<file path="src/rtl/multi_n_to_1_arb.sv">
// N:1 streaming merge with a registered output stage and per-packet channel locking.
// Arbitration is round-robin or fixed lowest-index priority, selected by PRIORITY_MODE.
module multi_n_to_1_arb #(
    parameter int WIDTH         = 8,
    parameter int N             = 4,
    parameter int PRIORITY_MODE = 0,
    localparam int SELW         = (N > 2) ? $clog2(N) : 1
) (
    input  logic                 clk,
    input  logic                 rst,
    input  logic [N-1:0]         in_valid,
    input  logic [N-1:0]         in_last,
    input  logic [N*WIDTH-1:0]   in_data,
    output logic [N-1:0]         in_ready,
    output logic                 out_valid,
    output logic [WIDTH-1:0]     out_data,
    output logic                 out_last,
    output logic [SELW-1:0]      out_sel,
    input  logic                 out_ready,
    output logic                 dbg_state
);

    // Handshake: a beat moves on a channel in any cycle where its valid and ready are both
    // high; valid never depends on ready, and at most one in_ready bit is set per cycle.

    typedef enum logic {
        IDLE   = 1'b0,
        LOCKED = 1'b1
    } state_t;

    state_t          state, state_nxt;
    logic [SELW-1:0] ptr, ptr_nxt;
    logic [SELW-1:0] lock_ch, lock_nxt;
    logic [SELW-1:0] grant_idx;
    logic            grant_valid;
    logic            load_en;
    logic            xfer;
    int              rr_idx;

    assign dbg_state = state;
    assign load_en   = !out_valid || out_ready;
    assign xfer      = grant_valid && load_en && !rst;

    // Candidates are scanned from the far end so the last hit is the winner.
    always_comb begin
        grant_valid = 1'b0;
        grant_idx   = '0;
        rr_idx      = 0;
        if (state == LOCKED) begin
            grant_valid = in_valid[lock_ch];
            grant_idx   = lock_ch;
        end else if (PRIORITY_MODE != 0) begin
            for (int i = N - 1; i >= 0; i--) begin
                if (in_valid[i]) begin
                    grant_valid = 1'b1;
                    grant_idx   = SELW'(i);
                end
            end
        end else begin
            for (int k = N - 1; k >= 0; k--) begin
                rr_idx = int'(ptr) + k;
                if (rr_idx >= N) begin
                    rr_idx = rr_idx - N;
                end
                if (in_valid[rr_idx]) begin
                    grant_valid = 1'b1;
                    grant_idx   = SELW'(rr_idx);
                end
            end
        end
    end

    always_comb begin
        in_ready = '0;
        if (xfer) begin
            in_ready[grant_idx] = 1'b1;
        end
    end

    always_comb begin
        state_nxt = state;
        ptr_nxt   = ptr;
        lock_nxt  = lock_ch;
        if (xfer) begin
            if (in_last[grant_idx]) begin
                state_nxt = IDLE;
                ptr_nxt   = (grant_idx == SELW'(N - 1)) ? '0 : grant_idx + SELW'(1);
            end else begin
                state_nxt = LOCKED;
                lock_nxt  = grant_idx;
            end
        end
    end

    always_ff @(posedge clk or posedge rst) begin
        if (rst) begin
            state   <= IDLE;
            ptr     <= '0;
            lock_ch <= '0;
        end else begin
            state   <= state_nxt;
            ptr     <= ptr_nxt;
            lock_ch <= lock_nxt;
        end
    end

    // A drain and a load on the same edge simply replace the beat; out_valid stays high.
    always_ff @(posedge clk or posedge rst) begin
        if (rst) begin
            out_valid <= 1'b0;
            out_data  <= '0;
            out_last  <= 1'b0;
            out_sel   <= '0;
        end else if (xfer) begin
            out_valid <= 1'b1;
            out_data  <= in_data[grant_idx*WIDTH +: WIDTH];
            out_last  <= in_last[grant_idx];
            out_sel   <= grant_idx;
        end else if (out_ready) begin
            out_valid <= 1'b0;
        end
    end

endmodule
</file>
<file path="config.mk">
export PLATFORM = sky130hd
export DESIGN_NAME = multi_n_to_1_arb
export DESIGN_NICKNAME = d
export VERILOG_FILES = /design/src/rtl/multi_n_to_1_arb.sv
export SDC_FILE = /design/constraint.sdc
export NUM_CORES = 1
export LEC_CHECK = 0
export ABC_AREA = 1
export CORE_MARGIN = 2
export CORE_UTILIZATION = 46
export DETAILED_ROUTE_END_ITERATION = 6
export PLACE_DENSITY = 0.82
export RECOVER_POWER = 25
export SYNTH_ARGS = -nofsm -noshare
export SYNTH_HDL_FRONTEND = slang
export SYNTH_SLANG_ARGS = --single-unit
</file>
<file path="constraint.sdc">
create_clock -name clk -period 6.29 [get_ports clk]
set_clock_uncertainty 0.15 [all_clocks]
set_input_delay 0.9435 -clock clk [delete_from_list [all_inputs] [get_ports clk]]
set_output_delay 0.9435 -clock clk [all_outputs]
set_load 0.01 [all_outputs]
</file>
==> impl_metrics.prom, run 1 <==
# TYPE chip_impl_metric gauge
chip_impl_info{name="status",value="finished, final reports clean"} 1
chip_impl_info{name="timing.critical_path.to_type",value="output pin"} 1
chip_impl_metric{name="cts-root-to-sink-buffers",unit=""} 2
chip_impl_metric{name="dieWidth",unit="um"} 59.02
chip_impl_metric{name="ys_ff_latch",unit=""} 17
chip_impl_metric{name="grt.met3_usage",unit="%"} 2.838
chip_impl_metric{name="fin_cells",unit=""} 293
chip_impl_info{name="clock_tree.root_cell",value="sky130_fd_sc_hd__clkbuf_4"} 1
chip_impl_metric{name="area_growth_syn_to_layout",unit="%"} 43.49
chip_impl_metric{name="required",unit="ns"} 5.20
chip_impl_metric{name="die_area",unit="um^2"} 3483
chip_impl_info{name="min-delay-path-class",value="flip-flop to flip-flop"} 1
chip_impl_metric{name="grt_util_all_layers",unit="%"} 23.30
chip_impl_info{name="setup_repair_after_global_routing_missed_its_margin",value="false"} 1
chip_impl_metric{name="rows",unit=""} 19
chip_impl_metric{name="worst_setup_hold_path_clk_slew",unit="ns"} 0.10
chip_impl_metric{name="timing_max_transition_violations_final",unit=""} 0
chip_impl_metric{name="power-per-cell-area",unit="nW/um^2"} 479.0
chip_impl_metric{name="post-cts-setup-buffer-count",unit=""} 0
chip_impl_metric{name="detail-route-antenna-nets",unit=""} 0
chip_impl_metric{name="grt_max_degree",unit=""} 29
chip_impl_metric{name="number_of_drc_violations_after_detailed_routing",unit=""} 0
chip_impl_metric{name="use_met2",unit="%"} 36.19
chip_impl_metric{name="globalRouteMet1Util",unit="%"} 33.15
chip_impl_metric{name="crit_arrival",unit="ns"} 3.48
chip_impl_metric{name="antenna_cells_inserted",unit=""} 0
chip_impl_metric{name="drt-wirelength-per-cell",unit="um"} 12.96
chip_impl_metric{name="maxClockFrequency",unit="GHz"} 0.2186
chip_impl_metric{name="cts_hold_buf",unit=""} 0
chip_impl_metric{name="timing.critical_path.buf_inv",unit=""} 6
chip_impl_metric{name="peakVddDrop",unit="mV"} 0.3785
chip_impl_metric{name="hold_violations",unit=""} 0
chip_impl_metric{name="synth_enable_flop_cells",unit=""} 0
chip_impl_metric{name="global_route_wire_length_before_repair",unit="um"} 6182
chip_impl_metric{name="route.final.wire_length",unit="um"} 3798
chip_impl_metric{name="port_buffers",unit=""} 59
chip_impl_metric{name="overflow_left_after_global_routing",unit=""} 0
chip_impl_metric{name="drive_above_1_share",unit="%"} 6.870
chip_impl_info{name="kind_of_cell_adding_the_most_delay_to_the_critical_path",value="buffers and inverters"} 1
chip_impl_metric{name="die_height",unit="um"} 59.02
chip_impl_info{name="crit_type",value="primary input to output pin"} 1
chip_impl_metric{name="start_util",unit="%"} 49.64
chip_impl_info{name="critPathMostFrequentCell",value="sky130_fd_sc_hd__nand2_1"} 1
chip_impl_metric{name="cts-buffers-inserted",unit=""} 3
chip_impl_metric{name="numClockSinks",unit=""} 17
chip_impl_metric{name="worst-path-max-fanout",unit=""} 28
chip_impl_metric{name="detail_route.first_pass.iterations",unit=""} 5
chip_impl_info{name="leading_register_cell_type_out_of_synthesis",value="sky130_fd_sc_hd__dfrtp_1"} 1
chip_impl_metric{name="synth_warnings",unit=""} 0
chip_impl_metric{name="route.vias.total",unit=""} 1527
chip_impl_metric{name="initial_antenna_violation_count",unit=""} 0
chip_impl_metric{name="routed_via_density",unit=""} 5.212
chip_impl_metric{name="final.period_utilization",unit="%"} 72.74
chip_impl_metric{name="yosysSeqAreaShare",unit="%"} 30.55
chip_impl_metric{name="netlist_instances",unit=""} 206
chip_impl_info{name="yosysMostFrequentCell",value="sky130_fd_sc_hd__nand2_1"} 1
chip_impl_metric{name="worst_slack",unit="ns"} 1.714
chip_impl_metric{name="clkLatencyLatePin",unit="ns"} 0.29
chip_impl_metric{name="finalWeightedCongestion",unit=""} 0.8899
chip_impl_metric{name="proportion_of_register_bits_with_asynchronous_set_or_reset_after_synthesis",unit="%"} 100.0
chip_impl_metric{name="synth.distinct_cells",unit=""} 31
chip_impl_metric{name="final_nets",unit=""} 310
chip_impl_metric{name="delay_contributed_by_the_slowest_stage_of_the_critical_path",unit="ns"} 0.56
chip_impl_metric{name="yosys.area.top_type_share",unit="%"} 30.55
chip_impl_metric{name="dp_worst_slack",unit="ns"} 1.736
chip_impl_info{name="synthDominantAreaCellType",value="sky130_fd_sc_hd__dfrtp_1"} 1
chip_impl_info{name="synth.area.top_cells",value="sky130_fd_sc_hd__dfrtp_1 (31%), sky130_fd_sc_hd__nand2_1 (16%), sky130_fd_sc_hd__nand3_1 (10%)"} 1
chip_impl_metric{name="drt_iter0_markers",unit=""} 89
chip_impl_info{name="grt_most_used_layer",value="met2"} 1
chip_impl_metric{name="report.final.setup_viol",unit=""} 0
chip_impl_metric{name="htreeDepth",unit=""} 1
chip_impl_metric{name="syn_area_per_cell",unit="um^2"} 6.760
chip_impl_metric{name="fillerInstances",unit=""} 237
chip_impl_metric{name="mappedNetlistArea",unit="um^2"} 1393
chip_impl_metric{name="maxCapViolCount",unit=""} 0
chip_impl_info{name="slowest_stage",value="sky130_fd_sc_hd__clkdlybuf4s50_1"} 1
chip_impl_metric{name="total_placed_cells_including_tap_cells",unit=""} 289
chip_impl_metric{name="post-dp-hpwl",unit="um"} 2934
chip_impl_metric{name="min_period",unit="ns"} 4.576
chip_impl_info{name="clock_tree_from_tritoncts",value="done"} 1
chip_impl_metric{name="slew-limit-headroom",unit="%"} 54.61
chip_impl_metric{name="static-leakage-power",unit="uW"} 0.0009501
chip_impl_metric{name="boundaryPins",unit=""} 60
chip_impl_metric{name="fin_setup_tns",unit="ns"} 0
chip_impl_metric{name="finalPower",unit="uW"} 957.1
chip_impl_info{name="synth.top_cells.by_count",value="sky130_fd_sc_hd__nand2_1 (58), sky130_fd_sc_hd__nand3_1 (29), sky130_fd_sc_hd__inv_1 (24)"} 1
chip_impl_metric{name="post_cts_resized",unit=""} 0
chip_impl_info{name="crit_path_cell_trace",value="clkdlybuf4s50_1 > inv_1 > nand2_1 > nand2_1 > o21ai_1 > inv_2 > nand2_1 > nand2_1 > nand3_4 > nand2_4 > inv_2 > ha_1 > inv_1 > nor2_1 > clkdlybuf4s50_1"} 1
chip_impl_metric{name="core_region_area",unit="um^2"} 2805
chip_impl_metric{name="tightestPinTransition",unit="ns"} 0.6801
chip_impl_metric{name="synth_nets",unit=""} 253
chip_impl_info{name="worstSetupStartpointType",value="primary input"} 1
chip_impl_metric{name="first_global_vias",unit=""} 1343
cells in the final DEF (no fill, tap or decap), types with 5 or more instances in the layout:
cell type                         synthesis  final
sky130_fd_sc_hd__dfrtp_1                 17     17
sky130_fd_sc_hd__o211ai_1                10     10
sky130_fd_sc_hd__or2_0                    5      5
sky130_fd_sc_hd__nor2_1                  17     17
sky130_fd_sc_hd__inv_1                   24     24
sky130_fd_sc_hd__nand3_1                 29     29
sky130_fd_sc_hd__clkdlybuf4s50_1          0     58
sky130_fd_sc_hd__nand2_1                 58     58
sky130_fd_sc_hd__o21ai_0                  6      6
kinds of logic (layout without fill, tap and decap cells):
| family | Yosys count | after routing | share of synthesized area, % |
|---|---|---|---|
| buf+inv | 34 | 90 | 10.87 |
| fa+ha+maj | 4 | 4 | 3.594 |
| compound gates | 26 | 26 | 12.67 |
| xor+xnor | 1 | 1 | 0.6290 |
| flops | 17 | 17 | 30.55 |
| simple gates | 124 | 124 | 41.69 |
metal layers:
| layer | vias up | wire length (um) |
|---|---|---|
| met4 | 0 | 110 |
| li1 | 779 | - |
| met2 | 62 | 1735 |
| met3 | 12 | 271 |
| met1 | 674 | 1681 |
| met5 | - | 0 |
flip-flops by register name, indices dropped and copies added (netlist names):
name       count
out_sel        2
ptr            2
dbg_state      1
out_last       1
lock_ch        2
out_valid      1
out_data       8
worst paths after layout:
check	cells after the start	slack, ns	from	endpoint
max	15	1.71	in_valid[3]	in_ready[3]
min	2	0.34	out_data[1]$_DFFE_PP0P_	out_data[1]$_DFFE_PP0P_
max reg2reg	12	3.74	ptr[0]$_DFFE_PP0P_	ptr[1]$_DFFE_PP0P_
min reg2reg	2	0.34	out_data[1]$_DFFE_PP0P_	out_data[1]$_DFFE_PP0P_
max in group asynchronous	2	4.50	rst	dbg_state$_DFFE_PP0P_
min in group asynchronous	2	1.06	rst	out_data[1]$_DFFE_PP0P_
tightest hold or removal path, cell delays in order, from the launching register on:
cell and delay [ns]:
sky130_fd_sc_hd__dfrtp_1 0.35, sky130_fd_sc_hd__nand2_1 0.05, sky130_fd_sc_hd__nand2_1 0.05
through the flow:
stage               util [%]  cell area [um^2]  hold WS [ns]
global placement       70.29              1972        0.3147
finish                 71.23              1998        0.3362
floorplan                  -              1393        0.3082
detailed placement     70.29              1972        0.3154
global route           71.23              1998        0.3758
CTS                    71.23              1998        0.3433
power by group:
group	switching, uW	internal (uW)
sequential	47.6	163
combinational	405	282
clock	35.4	24.7
final cells by class:
type	count	area, um^2	share of cell area [%]
repair buffers	59	590.6	29.56
well taps	31	38.79	1.941
clock buffers	4	26.28	1.315
inverters	27	101.3	5.072
multi-input cells	155	815.8	40.83
flip-flops and latches	17	425.4	21.29
Power figures use the tool's default switching activity.
==> run 2: changes to the inputs <==
Settings changed: CORE_UTILIZATION 46 to 38, PLACE_DENSITY 0.82 to 0.72.
Clock period 6.29 ns to 4.1 ns, I/O delays scaled along.
==> run 2 against run 1 <==
Compared with the run above: setup slack lost 1.4 ns; global-route usage shrank 4.4 points; sequential share of layout area shrank 0.52 points; utilization shrank 11 points; sequential power grew 55%; via count shrank 3.3%; die area grew 20%; count of clock-buffer cells in the layout shrank 1; critical path type unchanged; sequential cell count is the same; clock power grew 60%.
==> impl_metrics.prom, run 2 (synthesized netlist as in run 1, its figures left out) <==
# TYPE chip_impl_metric gauge
chip_impl_metric{name="initial_antenna_violation_count",unit=""} 0
chip_impl_info{name="timing.critical_path.to_type",value="output pin"} 1
chip_impl_metric{name="fin_setup_tns",unit="ns"} 0
chip_impl_metric{name="first_global_vias",unit=""} 1374
chip_impl_info{name="status",value="finished, final reports clean"} 1
chip_impl_metric{name="required",unit="ns"} 3.34
chip_impl_metric{name="htreeDepth",unit=""} 1
chip_impl_metric{name="maxCapViolCount",unit=""} 0
chip_impl_metric{name="rows",unit=""} 21
chip_impl_metric{name="routed_via_density",unit=""} 4.734
chip_impl_info{name="worstSetupStartpointType",value="primary input"} 1
chip_impl_metric{name="tightestPinTransition",unit="ns"} 0.6957
chip_impl_metric{name="fillerInstances",unit=""} 338
chip_impl_metric{name="static-leakage-power",unit="uW"} 0.0009717
chip_impl_metric{name="timing.critical_path.buf_inv",unit=""} 6
chip_impl_metric{name="die_height",unit="um"} 64.54
chip_impl_metric{name="worst-path-max-fanout",unit=""} 17
chip_impl_metric{name="route.final.wire_length",unit="um"} 3622
chip_impl_metric{name="worst_setup_hold_path_clk_slew",unit="ns"} 0.11
chip_impl_metric{name="hold_violations",unit=""} 0
chip_impl_info{name="regMostFlops",value="out_data"} 1
chip_impl_metric{name="power-per-cell-area",unit="nW/um^2"} 740.2
chip_impl_metric{name="cts-buffers-inserted",unit=""} 3
chip_impl_metric{name="core_region_area",unit="um^2"} 3416
chip_impl_metric{name="crit_arrival",unit="ns"} 3.03
chip_impl_info{name="clock_tree.root_cell",value="sky130_fd_sc_hd__clkbuf_4"} 1
chip_impl_metric{name="antenna_cells_inserted",unit=""} 0
chip_impl_metric{name="clkLatencyLatePin",unit="ns"} 0.30
chip_impl_metric{name="drive_above_1_share",unit="%"} 8.647
chip_impl_info{name="most-common-layout-cells",value="sky130_fd_sc_hd__nand2_1 (58), sky130_fd_sc_hd__clkdlybuf4s50_1 (58), sky130_fd_sc_hd__nand3_1 (29), sky130_fd_sc_hd__inv_1 (24)"} 1
chip_impl_info{name="setup_repair_after_global_routing_missed_its_margin",value="false"} 1
chip_impl_metric{name="post_dp_cell_area",unit="um^2"} 2021
chip_impl_metric{name="finalPower",unit="uW"} 1516
chip_impl_metric{name="numClockSinks",unit=""} 17
chip_impl_metric{name="min_period",unit="ns"} 3.797
chip_impl_info{name="crit_path_cell_trace",value="clkdlybuf4s50_1 > inv_1 > nand2_1 > nand2_1 > o21ai_1 > inv_2 > nand2_1 > nand2_1 > nand3_4 > nand2_4 > inv_2 > ha_1 > inv_1 > nor2_1 > clkdlybuf4s50_1"} 1
chip_impl_metric{name="report.final.setup_viol",unit=""} 0
chip_impl_metric{name="delay_contributed_by_the_slowest_stage_of_the_critical_path",unit="ns"} 0.54
chip_impl_metric{name="cts_hold_buf",unit=""} 0
chip_impl_metric{name="drt_iter0_markers",unit=""} 80
chip_impl_metric{name="post-cts-setup-buffer-count",unit=""} 0
chip_impl_metric{name="start_util",unit="%"} 40.77
chip_impl_metric{name="final_cell_area",unit="um^2"} 2048
chip_impl_metric{name="port_buffers",unit=""} 59
chip_impl_metric{name="timing_max_transition_violations_final",unit=""} 0
chip_impl_info{name="slowest_stage",value="sky130_fd_sc_hd__clkdlybuf4s50_1"} 1
chip_impl_metric{name="global_route_wire_length_before_repair",unit="um"} 6141
chip_impl_metric{name="cts-root-to-sink-buffers",unit=""} 2
chip_impl_info{name="clock_tree_from_tritoncts",value="done"} 1
chip_impl_metric{name="area_growth_syn_to_layout",unit="%"} 47.08
chip_impl_metric{name="drt-wirelength-per-cell",unit="um"} 11.61
chip_impl_metric{name="post-dp-hpwl",unit="um"} 2878
chip_impl_info{name="min-delay-path-class",value="flip-flop to flip-flop"} 1
chip_impl_metric{name="dieWidth",unit="um"} 64.54
chip_impl_metric{name="post_cts_resized",unit=""} 0
chip_impl_metric{name="grt_util_all_layers",unit="%"} 18.92
chip_impl_metric{name="overflow_left_after_global_routing",unit=""} 0
chip_impl_metric{name="maxClockFrequency",unit="GHz"} 0.2634
chip_impl_metric{name="final_nets",unit=""} 314
chip_impl_metric{name="final.period_utilization",unit="%"} 92.60
chip_impl_metric{name="peakVddDrop",unit="mV"} 0.2837
chip_impl_metric{name="number_of_drc_violations_after_detailed_routing",unit=""} 0
chip_impl_metric{name="boundaryPins",unit=""} 60
chip_impl_metric{name="die_area",unit="um^2"} 4165
chip_impl_metric{name="grt_max_degree",unit=""} 18
chip_impl_info{name="kind_of_cell_adding_the_most_delay_to_the_critical_path",value="buffers and inverters"} 1
chip_impl_metric{name="slew-limit-headroom",unit="%"} 53.57
chip_impl_metric{name="finalWeightedCongestion",unit=""} 0.8108
chip_impl_metric{name="route.vias.total",unit=""} 1477
chip_impl_metric{name="detail_route.first_pass.iterations",unit=""} 4
chip_impl_info{name="crit_type",value="primary input to output pin"} 1
chip_impl_info{name="critPathMostFrequentCell",value="sky130_fd_sc_hd__nand2_1"} 1
chip_impl_metric{name="largest_reg_flops",unit=""} 8
chip_impl_metric{name="detail-route-antenna-nets",unit=""} 0
run 2: changes by cell type in the layout (fill, tap and decap cells not counted), sizes merged:
cell    delta
clkbuf     -1
clkinv     +1
buf        +4
run 2: area by class of cell:
class | instances | area [um^2] | share of cell area, %
clock buffer | 3 | 22.52 | 1.100
clock inverter | 1 | 5.005 | 0.2443
inverter | 27 | 101.3 | 4.948
multi-input combinational | 155 | 815.8 | 39.83
sequential | 17 | 425.4 | 20.77
tap | 46 | 57.56 | 2.810
timing repair buffer | 63 | 620.6 | 30.30
run 2: through the flow:
step | cells | utilization (%) | setup WS, ns | hold WS (ns)
2_1_floorplan | 206 | - | 1.423 | 0.3082
4_1_cts | 312 | 59.96 | 0.3121 | 0.3514
6_report | 312 | 59.96 | 0.3034 | 0.3476
3_5_place_dp | 308 | 59.16 | 0.3364 | 0.3263
3_3_place_gp | 308 | 59.16 | 0.3410 | 0.3149
5_1_grt | 312 | 59.96 | 0.1121 | 0.3794
run 2: worst paths after layout:
kind                            depth (start not counted)                     from                       to  slack (ns)
worst max-delay path                                   15              in_valid[2]              in_ready[1]        0.30
worst min-delay path                                    2  out_data[6]$_DFFE_PP0P_  out_data[6]$_DFFE_PP0P_        0.35
worst max register to register                         14       ptr[0]$_DFFE_PP0P_       ptr[0]$_DFFE_PP0P_        1.57
worst min register to register                          2  out_data[6]$_DFFE_PP0P_  out_data[6]$_DFFE_PP0P_        0.35
max in group asynchronous                               2                      rst       ptr[0]$_DFFE_PP0P_        2.64
min in group asynchronous                               2                      rst   lock_ch[0]$_DFFE_PP0P_        0.72
run 2: tightest hold or removal path: stages (launching register included):
cell and delay (ns):
sky130_fd_sc_hd__dfrtp_1 0.36, sky130_fd_sc_hd__nand2_1 0.05, sky130_fd_sc_hd__nand2_1 0.06
run 2: where the power goes:
group | total [uW] | switching (uW) | leakage [uW] | internal [uW]
Clock | 96.0 | 59.5 | 0.0000177 | 36.5
Sequential | 325 | 74.8 | 0.000211 | 250
Combinational | 1100 | 623 | 0.000743 | 472
Total | 1520 | 758 | 0.000972 | 758
run 2: per-layer routing:
layer / GRT usage (%) / wire length, um / part of all wire, %
met5: 0 / 0 / 0
met4: 9.840 / 121 / 3.3
met3: 2.257 / 142 / 3.9
met2: 29.69 / 1613 / 45
met1: 25.54 / 1744 / 48
==> run 3: changes to the inputs <==
Settings changed: CORE_UTILIZATION 38 to 42, PLACE_DENSITY 0.72 to 0.76.
Clock period 4.1 ns to 3.7 ns, I/O delays scaled along.
==> run 3 against run 2 <==
Compared with the run above: count of clock-buffer cells in the layout stayed put; hold slack worse by 0.0063 ns; largest power group unchanged; sequential cell count unchanged.
==> impl_metrics.prom, run 3 (synthesized netlist as in run 1, its figures left out) <==
# TYPE chip_impl_metric gauge
chip_impl_info{name="status",value="finished, final reports clean"} 1
chip_impl_info{name="regMostFlops",value="out_data"} 1
chip_impl_metric{name="report.final.setup_viol",unit=""} 0
chip_impl_metric{name="antenna_cells_inserted",unit=""} 0
chip_impl_metric{name="port_buffers",unit=""} 59
chip_impl_metric{name="power-per-cell-area",unit="nW/um^2"} 840.8
chip_impl_metric{name="start_util",unit="%"} 44.88
chip_impl_metric{name="die_height",unit="um"} 61.58
chip_impl_metric{name="drt_iter0_markers",unit=""} 84
chip_impl_metric{name="htreeDepth",unit=""} 1
chip_impl_info{name="min-delay-path-class",value="flip-flop to flip-flop"} 1
chip_impl_metric{name="numClockSinks",unit=""} 17
chip_impl_info{name="clock_tree_from_tritoncts",value="done"} 1
chip_impl_metric{name="slew-limit-headroom",unit="%"} 53.21
chip_impl_info{name="worstHoldStart",value="out_data[1]$_DFFE_PP0P_"} 1
chip_impl_metric{name="post-dp-hpwl",unit="um"} 3115
chip_impl_metric{name="largest_reg_flops",unit=""} 8
chip_impl_metric{name="first_global_vias",unit=""} 1397
chip_impl_metric{name="peakVddDrop",unit="mV"} 0.4653
chip_impl_metric{name="static-leakage-power",unit="uW"} 0.0009755
chip_impl_info{name="worst_hold_path_endpoint",value="out_data[1]$_DFFE_PP0P_"} 1
chip_impl_metric{name="hold_violations",unit=""} 0
chip_impl_info{name="timing.critical_path.to_type",value="output pin"} 1
chip_impl_metric{name="die_area",unit="um^2"} 3792
chip_impl_metric{name="initial_antenna_violation_count",unit=""} 0
chip_impl_metric{name="drt-wirelength-per-cell",unit="um"} 12.84
chip_impl_info{name="regToRegStartpoint",value="ptr[0]$_DFFE_PP0P_"} 1
chip_impl_metric{name="maxCapViolCount",unit=""} 0
chip_impl_metric{name="rows",unit=""} 20
chip_impl_metric{name="detail-route-antenna-nets",unit=""} 0
chip_impl_metric{name="final_nets",unit=""} 315
chip_impl_metric{name="power.net_switching",unit="uW"} 872.7
chip_impl_metric{name="cts-buffers-inserted",unit=""} 3
chip_impl_metric{name="boundaryPins",unit=""} 60
chip_impl_metric{name="post-cts-setup-buffer-count",unit=""} 0
chip_impl_metric{name="global_route_wire_length_before_repair",unit="um"} 6417
chip_impl_metric{name="worst_r2r_path_depth",unit=""} 14
chip_impl_info{name="crit-reg2reg-capture",value="ptr[1]$_DFFE_PP0P_"} 1
chip_impl_info{name="clock_tree.root_cell",value="sky130_fd_sc_hd__clkbuf_4"} 1
chip_impl_metric{name="detail_route.first_pass.iterations",unit=""} 4
chip_impl_metric{name="finalWeightedCongestion",unit=""} 0.9244
chip_impl_metric{name="grt_util_all_layers",unit="%"} 22.71
chip_impl_metric{name="multi_input_area",unit="um^2"} 815.8
chip_impl_metric{name="routed_via_density",unit=""} 5.141
chip_impl_metric{name="fin_setup_tns",unit="ns"} 0
chip_impl_info{name="slowest_stage",value="sky130_fd_sc_hd__clkdlybuf4s50_1"} 1
chip_impl_metric{name="pwr-share-seq",unit="%"} 20.6
chip_impl_metric{name="hold-path-cell-count",unit=""} 2
chip_impl_metric{name="worst_slack",unit="ns"} 0.2170
chip_impl_metric{name="crit_arrival",unit="ns"} 2.78
chip_impl_metric{name="area_growth_syn_to_layout",unit="%"} 47.53
chip_impl_info{name="worstSetupStartpointType",value="primary input"} 1
chip_impl_metric{name="worst-path-max-fanout",unit=""} 11
chip_impl_metric{name="route.final.wire_length",unit="um"} 3994
chip_impl_metric{name="number_of_drc_violations_after_detailed_routing",unit=""} 0
chip_impl_metric{name="power_report.internal_total",unit="uW"} 854.7
chip_impl_metric{name="power_switching_share",unit="%"} 50.52
chip_impl_metric{name="combinationalPowerShare",unit="%"} 73.2
chip_impl_info{name="setup_repair_after_global_routing_missed_its_margin",value="false"} 1
chip_impl_metric{name="maxClockFrequency",unit="GHz"} 0.2871
chip_impl_metric{name="tightestPinTransition",unit="ns"} 0.7010
chip_impl_metric{name="delay_contributed_by_the_slowest_stage_of_the_critical_path",unit="ns"} 0.56
chip_impl_metric{name="fillerInstances",unit=""} 307
chip_impl_metric{name="core_region_area",unit="um^2"} 3103
chip_impl_metric{name="dieWidth",unit="um"} 61.58
chip_impl_metric{name="overflow_left_after_global_routing",unit=""} 0
chip_impl_metric{name="power.share.clock",unit="%"} 6.2
chip_impl_info{name="crit_type",value="primary input to output pin"} 1
chip_impl_metric{name="min_period",unit="ns"} 3.483
chip_impl_metric{name="register_area",unit="um^2"} 426.7
chip_impl_metric{name="worst_setup_hold_path_clk_slew",unit="ns"} 0.11
chip_impl_info{name="kind_of_cell_adding_the_most_delay_to_the_critical_path",value="buffers and inverters"} 1
chip_impl_metric{name="drive_above_1_share",unit="%"} 9.363
chip_impl_metric{name="clkLatencyLatePin",unit="ns"} 0.30
chip_impl_metric{name="final.hold.worst_slack",unit="ns"} 0.3412
chip_impl_metric{name="timing.critical_path.buf_inv",unit=""} 5
chip_impl_metric{name="cts-root-to-sink-buffers",unit=""} 2
chip_impl_info{name="crit_path_cell_trace",value="clkdlybuf4s50_1 > inv_1 > o21ai_2 > nand2_1 > nand3_1 > nand3_1 > nand3_4 > nand2_4 > inv_2 > ha_1 > inv_1 > nor2_1 > clkdlybuf4s50_1"} 1
chip_impl_metric{name="timing_max_transition_violations_final",unit=""} 0
chip_impl_metric{name="grt_max_degree",unit=""} 19
chip_impl_metric{name="dp_worst_slack",unit="ns"} 0.2283
chip_impl_metric{name="route.vias.total",unit=""} 1599
chip_impl_info{name="most-common-layout-cells",value="sky130_fd_sc_hd__nand2_1 (58), sky130_fd_sc_hd__clkdlybuf4s50_1 (58), sky130_fd_sc_hd__nand3_1 (29), sky130_fd_sc_hd__inv_1 (24), sky130_fd_sc_hd__nor2_1 (17)"} 1
chip_impl_metric{name="r2r_setup_slack",unit="ns"} 1.28
chip_impl_metric{name="required",unit="ns"} 2.99
chip_impl_metric{name="final.period_utilization",unit="%"} 94.14
[run 3: changes by cell type in the layout (fill, tap and decap cells not counted), sizes merged]
cell  before  now
buf        4    5
[run 3: how the worst max path moves through the flow]
stage / from / to / slack, ns / cells after the start
2_1_floorplan: in_valid[3] / in_ready[1] / 1.14 / 14
3_3_place_gp: in_valid[1] / in_ready[0] / 0.25 / 11
3_5_place_dp: in_valid[2] / in_ready[1] / 0.23 / 15
4_1_cts: in_valid[2] / in_ready[1] / 0.22 / 15
5_1_grt: in_valid[2] / in_ready[3] / 0.03 / 15
6_report: in_valid[3] / in_ready[3] / 0.22 / 13
[run 3: timing repair]
action                                  4_1_cts  5_1_grt
gates resized for setup                       0        1
endpoints found under the setup margin        0        2
hold buffers                                  0        0
[run 3: worst register-to-register path: stages, from the launching register on]
cell                      delay (ns)
sky130_fd_sc_hd__dfrtp_2        0.51
sky130_fd_sc_hd__inv_1          0.12
sky130_fd_sc_hd__nand2_1        0.09
sky130_fd_sc_hd__nand2_1        0.09
sky130_fd_sc_hd__o21ai_1        0.15
sky130_fd_sc_hd__inv_2          0.06
sky130_fd_sc_hd__nand3_1        0.12
sky130_fd_sc_hd__nand3_4        0.14
sky130_fd_sc_hd__nand2_4        0.15
sky130_fd_sc_hd__buf_4          0.24
sky130_fd_sc_hd__nand2_1        0.08
sky130_fd_sc_hd__nand3_1        0.11
sky130_fd_sc_hd__nand3_1        0.17
sky130_fd_sc_hd__nand2_1        0.10
sky130_fd_sc_hd__nand2_1        0.05
[run 3: per-layer routing]
layer	share of wire [%]	global-route usage, %	vias up
met1	45	30.60	732
met2	47	37.29	71
met5	0	0	-
met4	1.5	6.991	0
met3	7.2	3.571	7
li1	-	-	789
[run 3: final cells by class]
class | count | share of cell area, %
clock buffers | 3 | 1.096
clock inverters | 1 | 0.2436
inverters | 27 | 4.933
multi-input cells | 155 | 39.71
flip-flops and latches | 17 | 20.77
well taps | 44 | 2.680
repair buffers | 64 | 30.57
[run 3: stage by stage]
step | instance area [um^2] | instances | utilization, % | total power (uW)
after global placement | 2026 | 307 | 65.28 | 1598
after global routing | 2054 | 311 | 66.21 | 1895
after CTS | 2053 | 311 | 66.17 | 1724
final | 2054 | 311 | 66.21 | 1727
after detailed placement | 2026 | 307 | 65.28 | 1612
after floorplan | 1393 | 206 | - | 1201
[run 3: power groups by stage]
stage | Sequential (uW) | Clock, uW | Combinational [uW]
5_1_grt | 371 | 116 | 1410
3_3_place_gp | 358 | 0 | 1240
3_5_place_dp | 358 | 0 | 1250
6_report | 356 | 107 | 1260
2_1_floorplan | 370 | 0 | 831
4_1_cts | 355 | 106 | 1260
